$ cat src/rtl/tamagotchi_stats.sv
// tamagotchi_stats: game-state engine producing the six 3-bit display values
// (food, sleep, fun, happiness, health, life-cycle state) plus the game tick.
module tamagotchi_stats #(
  parameter int unsigned TICK_DIV    = 50_000_000,
  parameter int unsigned FOOD_DECAY  = 4,
  parameter int unsigned FUN_DECAY   = 3,
  parameter int unsigned SLEEP_DECAY = 5,
  parameter int unsigned SLEEP_GAIN  = 2,
  parameter int unsigned SICK_DECAY  = 2,
  parameter int unsigned BTN_GAIN    = 2
) (
  input  logic       clk,
  input  logic       rst,
  input  logic       btn_feed,
  input  logic       btn_sleep,
  input  logic       btn_play,
  input  logic       btn_heal,
  output logic [2:0] foodValue,
  output logic [2:0] sleepValue,
  output logic [2:0] funValue,
  output logic [2:0] happyValue,
  output logic [2:0] healthValue,
  output logic [2:0] testValue,
  output logic       tick
);

  localparam int unsigned TW = (TICK_DIV > 1) ? $clog2(TICK_DIV) : 1;
  localparam int unsigned DW = 8;
  localparam logic [TW-1:0] TICK_LAST = TW'(TICK_DIV - 1);
  localparam logic [3:0]    GAIN      = 4'(BTN_GAIN);

  typedef enum logic [1:0] {
    AWAKE  = 2'd0,
    ASLEEP = 2'd1,
    DEAD   = 2'd2
  } state_t;

  state_t        state;
  logic [TW-1:0] div_cnt, div_nxt;
  logic [DW-1:0] food_cnt, fun_cnt, sdec_cnt, sgain_cnt, sick_cnt;
  logic [DW-1:0] food_cnt_nxt, fun_cnt_nxt, sdec_cnt_nxt, sgain_cnt_nxt, sick_cnt_nxt;
  logic          feed_q, sleep_q, play_q, heal_q;
  logic          alive, awake, asleep, sick;
  logic          feed_ev, sleep_ev, play_ev, heal_ev;
  logic          food_step, fun_step, sdec_step, sgain_step, sick_step;
  logic [2:0]    food_nxt, sleep_nxt, fun_nxt, health_nxt;
  logic [3:0]    happy_sum;

  // Saturating 0..7 update: cur + gain - step evaluated in 4 bits.
  function automatic logic [2:0] stat_next(input logic [2:0] cur, input logic [3:0] gain,
                                           input logic step);
    logic [3:0] sum;
    sum = {1'b0, cur} + gain;
    if (step) sum = (sum == 4'd0) ? 4'd0 : sum - 4'd1;
    return (sum > 4'd7) ? 3'd7 : sum[2:0];
  endfunction

  // Period counter: advances when enabled, wraps at period-1.
  function automatic logic [DW-1:0] cnt_next(input logic [DW-1:0] cnt, input logic en,
                                             input int unsigned period);
    if (!en) return cnt;
    return (cnt == DW'(period - 1)) ? '0 : cnt + DW'(1);
  endfunction

  // Action qualification, decay strobes and next stat values.
  always_comb begin
    alive      = (state != DEAD) && (healthValue != 3'd0);
    awake      = alive && (state == AWAKE);
    asleep     = alive && (state == ASLEEP);
    sick       = (foodValue == 3'd0) || (sleepValue == 3'd0) || (funValue == 3'd0);
    div_nxt    = (div_cnt == TICK_LAST) ? '0 : div_cnt + TW'(1);

    feed_ev    = btn_feed  & ~feed_q  & awake;
    play_ev    = btn_play  & ~play_q  & awake;
    heal_ev    = btn_heal  & ~heal_q  & alive;
    sleep_ev   = btn_sleep & ~sleep_q & alive;

    food_step  = tick && alive  && (food_cnt  == DW'(FOOD_DECAY - 1));
    fun_step   = tick && awake  && (fun_cnt   == DW'(FUN_DECAY - 1));
    sdec_step  = tick && awake  && (sdec_cnt  == DW'(SLEEP_DECAY - 1));
    sgain_step = tick && asleep && (sgain_cnt == DW'(SLEEP_GAIN - 1));
    sick_step  = tick && alive  && sick && (sick_cnt == DW'(SICK_DECAY - 1));

    food_cnt_nxt  = cnt_next(food_cnt,  tick && alive,  FOOD_DECAY);
    fun_cnt_nxt   = cnt_next(fun_cnt,   tick && awake,  FUN_DECAY);
    sdec_cnt_nxt  = cnt_next(sdec_cnt,  tick && awake,  SLEEP_DECAY);
    sgain_cnt_nxt = cnt_next(sgain_cnt, tick && asleep, SLEEP_GAIN);
    sick_cnt_nxt  = sick ? cnt_next(sick_cnt, tick && alive, SICK_DECAY) : '0;

    food_nxt   = stat_next(foodValue,   feed_ev ? GAIN : 4'd0, food_step);
    fun_nxt    = stat_next(funValue,    play_ev ? GAIN : 4'd0, fun_step);
    sleep_nxt  = stat_next(sleepValue,  {3'b000, sgain_step},  sdec_step);
    health_nxt = stat_next(healthValue, heal_ev ? GAIN : 4'd0, sick_step);
    happy_sum  = {1'b0, foodValue} + {1'b0, funValue};
  end

  // Game-tick divider; tick is high while the divider sits at its last count.
  always_ff @(posedge clk or posedge rst) begin
    if (rst) begin
      div_cnt <= '0;
      tick    <= 1'b0;
    end else begin
      div_cnt <= div_nxt;
      tick    <= (div_nxt == TICK_LAST);
    end
  end

  // Decay counters and button edge registers.
  always_ff @(posedge clk or posedge rst) begin
    if (rst) begin
      food_cnt  <= '0;
      fun_cnt   <= '0;
      sdec_cnt  <= '0;
      sgain_cnt <= '0;
      sick_cnt  <= '0;
      feed_q    <= 1'b0;
      sleep_q   <= 1'b0;
      play_q    <= 1'b0;
      heal_q    <= 1'b0;
    end else begin
      food_cnt  <= food_cnt_nxt;
      fun_cnt   <= fun_cnt_nxt;
      sdec_cnt  <= sdec_cnt_nxt;
      sgain_cnt <= sgain_cnt_nxt;
      sick_cnt  <= sick_cnt_nxt;
      feed_q    <= btn_feed;
      sleep_q   <= btn_sleep;
      play_q    <= btn_play;
      heal_q    <= btn_heal;
    end
  end

  // Stat registers; happiness lags food/fun by one cycle.
  always_ff @(posedge clk or posedge rst) begin
    if (rst) begin
      foodValue   <= 3'd7;
      sleepValue  <= 3'd7;
      funValue    <= 3'd7;
      healthValue <= 3'd7;
      happyValue  <= 3'd7;
    end else begin
      foodValue   <= food_nxt;
      sleepValue  <= sleep_nxt;
      funValue    <= fun_nxt;
      healthValue <= health_nxt;
      happyValue  <= happy_sum[3:1];
    end
  end

  // Life-cycle FSM; zero health overrides any button, DEAD exits only via rst.
  always_ff @(posedge clk or posedge rst) begin
    if (rst) begin
      state     <= AWAKE;
      testValue <= 3'd0;
    end else if ((state != DEAD) && (healthValue == 3'd0)) begin
      state     <= DEAD;
      testValue <= 3'd2;
    end else begin
      case (state)
        AWAKE: begin
          if (sleep_ev) begin
            state     <= ASLEEP;
            testValue <= 3'd1;
          end
        end
        ASLEEP: begin
          if (sleep_ev || (sleepValue == 3'd7)) begin
            state     <= AWAKE;
            testValue <= 3'd0;
          end
        end
        DEAD: begin
          state     <= DEAD;
          testValue <= 3'd2;
        end
        default: begin
          state     <= AWAKE;
          testValue <= 3'd0;
        end
      endcase
    end
  end

endmodule
$ cat config.mk
export PLATFORM = sky130hd
export DESIGN_NAME = tamagotchi_stats
export DESIGN_NICKNAME = d
export VERILOG_FILES = /design/src/rtl/tamagotchi_stats.sv
export SDC_FILE = /design/constraint.sdc
export NUM_CORES = 1
export LEC_CHECK = 0
export CAP_MARGIN = 20
export CORE_ASPECT_RATIO = 0.6
export CORE_MARGIN = 3
export CORE_UTILIZATION = 59
export CTS_BUF_LIST = sky130_fd_sc_hd__clkbuf_8
export CTS_CLUSTER_DIAMETER = 100
export DETAILED_ROUTE_END_ITERATION = 16
export PLACE_DENSITY = 0.76
export RECOVER_POWER = 50
export SLEW_MARGIN = 0
export SYNTH_ARGS = -nofsm -noshare
export SYNTH_HDL_FRONTEND = slang
export SYNTH_SLANG_ARGS = --single-unit
export TNS_END_PERCENT = 30
$ cat constraint.sdc
create_clock -name clk -period 7.55 [get_ports clk]
set_input_delay 1.51 -clock clk [delete_from_list [all_inputs] [get_ports clk]]
set_output_delay 1.51 -clock clk [all_outputs]
set_load 0.02 [all_outputs]
# After elaboration in Yosys (flattened, before gate mapping)
# Cells that the tools add are included.
[word_totals] register_bits=91 inputBits=6 out_inout_bits=19 word_cells=121
[op_classes] add_sub_neg=15 order_cmp=4 n_eq_ne=14 muxes=31 bitwise=12 n_reduce_logical=27
[op_table] op="2-to-1 mux 8 bit" n=7
[op_table] op="equality test 26 bit (second input constant)" n=2
[op_table] op="adder 8 x 1 -> 8 bit (second input constant)" n=5
[op_table] op="2-to-1 mux 4 bit" n=8
[op_table] op="adder 26 x 1 -> 26 bit (second input constant)" n=1
[op_table] op="2-to-1 mux 26 bit" n=1
[op_table] op="2-to-1 mux 3 bit" n=7
[op_table] op="equality test 8 x 1 -> 1 bit (second input constant)" n=2
[op_table] op="equality test 8 x 2 -> 1 bit (second input constant)" n=2
[op_table] op="greater-than comparator 4 x 3 -> 1 bit (second input constant)" n=4
[op_table] op="zero test 4 bit" n=4
[op_table] op="subtractor 4 x 1 -> 4 bit (second input constant)" n=4
[op_table] op="logical AND 1 bit" n=13
[op_table] op="adder 3 x 2 -> 4 bit" n=3
[op_table] op="zero test 3 bit" n=4
[op_table] op="2-to-1 mux 2 bit" n=6
[op_table] op="one-hot mux 3 bit (3 select lines)" n=1
[op_table] op="bitwise AND 1 bit" n=8
[op_table] op="equality test 8 x 3 -> 1 bit (second input constant)" n=1
[op_table] op="one-hot mux 2 bit (3 select lines)" n=1
[op_table] op="adder 3 x 1 -> 4 bit" n=1
[op_table] op="adder 3 x 3 -> 4 bit" n=1
[op_table] op="inverter 1 bit" n=4
[op_table] op="equality test 3 bit (second input constant)" n=1
[op_table] op="other kinds (10)" n=12

# Longest topological paths before layout
[logic_depth] depth_word=11 ltp_mapped=10

# Least setup slack after synthesis
# No wires, ideal clock.
[synth_timing] path_type="register -> register" from="register sgain_cnt[1]" to="register sleepValue[1]" setup_ns=0.064 arrival_ns=2.606 t_required_ns=7.486 path_slack_ns=4.880 stages_incl_launch_ff=10 path_buffers=0 period_less_slack_ns=2.670 cell_sequence="dfrtp_1 > inv_1 > ha_1 > or4b_2 > nor4_1 > and2_1 > ha_1 > ha_1 > or4_1 > nand3_1"
[synth_between] elab_chain_cells=8 word_cells_on_any_way=9 classes_between="2 x add/sub; 1 x order compare; 1 x eq/ne; 3 x mux; 2 x reduce/logical"
[synth_rtl] item="from (decl)" line="40" rtl="logic [DW-1:0] food_cnt, fun_cnt, sdec_cnt, sgain_cnt, sick_cnt;"
[synth_rtl] item="from (signal assigned)" line="124" rtl="sgain_cnt <= sgain_cnt_nxt;"
[synth_rtl] item="equality test 8 x 1 -> 1 bit (*)" line="81" rtl="sgain_step = tick && asleep && (sgain_cnt == DW'(SLEEP_GAIN - 1));"
[synth_rtl] item="logical AND 1 bit (*)" line="81"
[synth_rtl] item="adder 3 x 1 -> 4 bit (*)" line="53" rtl="sum = {1'b0, cur} + gain;"
[synth_rtl] item="subtractor 4 x 1 -> 4 bit or zero test 4 bit (tied branches)" line="54" rtl="if (step) sum = (sum == 4'd0) ? 4'd0 : sum - 4'd1;"
[synth_rtl] item="2-to-1 mux 4 bit" line="54"
[synth_rtl] item="2-to-1 mux 4 bit (*)" line="54"
[synth_rtl] item="greater-than comparator 4 x 3 -> 1 bit" line="55" rtl="return (sum > 4'd7) ? 3'd7 : sum[2:0];"
[synth_rtl] item="2-to-1 mux 3 bit (*)" line="55"
[synth_rtl] item="via sleep_nxt[1]" line="46" rtl="logic [2:0] food_nxt, sleep_nxt, fun_nxt, health_nxt;"
[synth_rtl] item="to (signal assigned)" line="143" rtl="sleepValue <= sleep_nxt;"
[synth_rtl] item="to (decl)" line="19" rtl="output logic [2:0] sleepValue,"
# The timed path passes the listed nets; every way through them passes the cells marked *.
# A chain may end at the register's enable or synchronous reset.

# Final worst setup path
[layout_timing] from="register funValue[0]" to="output funValue[0]"
[layout_lines] item="from (decl)" line="20" rtl="output logic [2:0] funValue,"
[layout_lines] item="from (signal assigned)" line="144" rtl="funValue <= fun_nxt;"
# No word-level cell between the ends.

==> metrics.yaml <==
status:
  status: "finished, final reports clean"
grt:
  grt_remaining_overflow: 0
  grt_max_degree: 61
  antenna_found_initial: 0
  grt_pass1_vias: 3235
  grt_pass1_wl_um: 15700
  track_usage_pct: 22.3
synthesis:
  synth_top_cell_area_share_pct: 39.4
  seq_area_frac_synth_pct: 48.0
  synthTopCellsByCount: "dfrtp_1, nor2_1, nand2_1"
  syn_inst: 469
  ys_ff_latch: 88
  synth_most_common_cell: "dfrtp_1"
  synth_area_leader_cell: "dfrtp_1"
  async_flop_share_pct: 100
  synth_area_per_cell_sq_um: 9.87
  synthTopCellsByArea: "dfrtp_1, dfstp_2, ha_1, xnor2_1, xor2_1"
  yosys_warnings: 0
  syn_area_sq_um: 4630
  yosysUniqueCellTypes: 51
  synth_edf_count: 0
  synth_fp_nets: 499
  synthFlopType: "dfrtp_1"
clock_network:
  h-tree-depth: 3
  numCtsBuffers: 9
  clock-sinks: 88
  cts_tree: "built"
  clk_latency_ns: 0.36
  ctsHoldBuffers: 0
  clk_path_buf_depth: 2
  postCtsResizedCells: 0
  clk_pin_slew_worst_paths_ns: 0.09
  cts_root_buffer: "clkbuf_8"
  cts_setup_buffers: 0
timing:
  max_slew.worst_pin.slew_ns: 1.37
  slew_violations: 0
  rsz0062_at_grt: "no"
  fin_crit_sh_pct: 42.9
  fmax_ghz: 0.309
  holdWs_ns: 0.468
  fin_tns_setup_ns: 0
  final_hold_viol_count: 0
  fin_crit_ns: 3.24
  timing.final.ws_setup_ns: 4.31
  fin_skew_ns: 0.0114
  setup_viol: 0
  slew-limit-headroom_pct: 8.06
detailed_routing:
  dr_total_vias: 3535
  finalWirelength_um: 9290
  drt.antenna.violating_nets: 0
  viasPerCell: 5.85
  drt_iter0_markers: 213
  dr.pass1.iters: 5
  drc: 0
  drt-wirelength-per-cell_um: 15.4
finish:
  diodes: 0
  nNetsFinal: 525
  area_delta_synth_final_pct: 10.7
  fin_util_pct: 68.8
  layout-drive-gt1-share_pct: 6.60
critical_path:
  reg2reg_to: "sleepValue[1]"
  cpMaxStageDelayCell: "dfstp_1"
  start_kind: "flip-flop"
  worst-path-buf-inv: 1
  endpoint_kind: "output pin"
  r2r_cells: 9
  path_class: "flip-flop to output pin"
  crit_required_ns: 6.04
  crit_fanout: 10
  cpLargestDelayFamily: "flip-flops"
  crit_chain: "clkdlybuf4s50_1"
  timing.rr.start: "sgain_cnt[1]"
  max_stage_delay_ns: 0.71
  rrSetupSlack_ns: 4.49
  worstPathArrival_ns: 1.73
hold_path:
  hp-start: "sgain_cnt[7]"
  hold_end: "sgain_cnt[7]"
  min_path_cells: 1
  hp-class: "flip-flop to flip-flop"
die:
  core-area_sq_um: 7450
  rows: 24
  die_area_sq_um: 8980
  ios: 25
  start_util_pct: 62.2
  die_h_um: 74.6
  die_x_um: 120
placed_design:
  place_hpwl_um: 6650
  gp_congestion: 0.867
  place_ws_ns: 4.27
  io_buffers: 23
pwr:
  power_mw: 1.17
  vdd_drop_max_mv: 0.153
  p_per_area_nw_per_um2: 227
  power_leakage_nw: 2.29
run:
  maxCapViolCount: 0
sequential cells by signal, indices dropped and copies added (netlist names):
register,flops
sleep_q,1
sick_cnt,8
foodValue,3
sgain_cnt,8
sdec_cnt,8
feed_q,1
tick,1
food_cnt,8
funValue,3
sleepValue,3
div_cnt,26
play_q,1
healthValue,3
happyValue,3
testValue,2
fun_cnt,8
heal_q,1
area by class of cell:
type	count	area, sq um
Clock inverter	6	51.3
Tap cell	104	130
Clock buffer	10	138
Inverter	24	91.3
Fill cell	611	2320
Sequential cell	88	2220
Multi-Input combinational cell	347	2250
Timing Repair Buffer	25	241
kinds of logic after synthesis:
logic type                 after synthesis  synth area share [%]
AOI/OAI and AO/OA                       61                  8.30
other                                    1                0.0810
DFF                                     88                  48.0
and+or+nand+nor                        210                  24.3
xor gates and xnor gates                48                  9.08
buffers and inverters                   34                  2.95
muxes                                    3                 0.675
adders and majority gates               24                  6.65
cell usage in the layout, fill, tap and decap left out, types with 10 or more instances in the layout:
cell type	count
xnor2_1	29
nor2_1	42
inv_1	25
nand3_1	31
nand2_1	34
o21ai_0	27
nand4_1	21
xor2_1	19
nor3_1	19
dfrtp_1	73
clkdlybuf4s50_1	18
clkbuf_8	10
dfstp_2	12
ha_1	23
and3_1	12
metrics by stage:
step	std cells	instance area (sq um)
floorplan	469	4630
global placement	588	4970
detailed placement	588	4970
CTS	604	5160
global route	604	5120
finish	604	5120
worst max-delay path by stage:
stage	end	start	cells past startpoint	slack [ns]
finish	funValue[0]	funValue[0]	1	4.31
detailed placement	funValue[2]	btn_play	7	4.27
CTS	funValue[0]	funValue[0]	1	4.41
global placement	healthValue[2]	btn_heal	7	4.37
global route	sick_cnt[2]	rst	3	4.07
floorplan	div_cnt[0]	rst	1	3.79
metal layers:
metal / share of wire, % / track usage (%)
met2: 43 / 32.2
met3: 5.9 / 6.46
met5: 0 / 0
met4: 1.2 / 6.28
met1: 50 / 33.2
report_power, final:
group | switching [mW] | total (mW) | internal (mW)
Combinational | 0.154 | 0.288 | 0.134
Clock | 0.158 | 0.316 | 0.157
Sequential | 0.0370 | 0.562 | 0.525
Total | 0.349 | 1.17 | 0.816
Note: power is estimated with default switching activity, not from simulation.
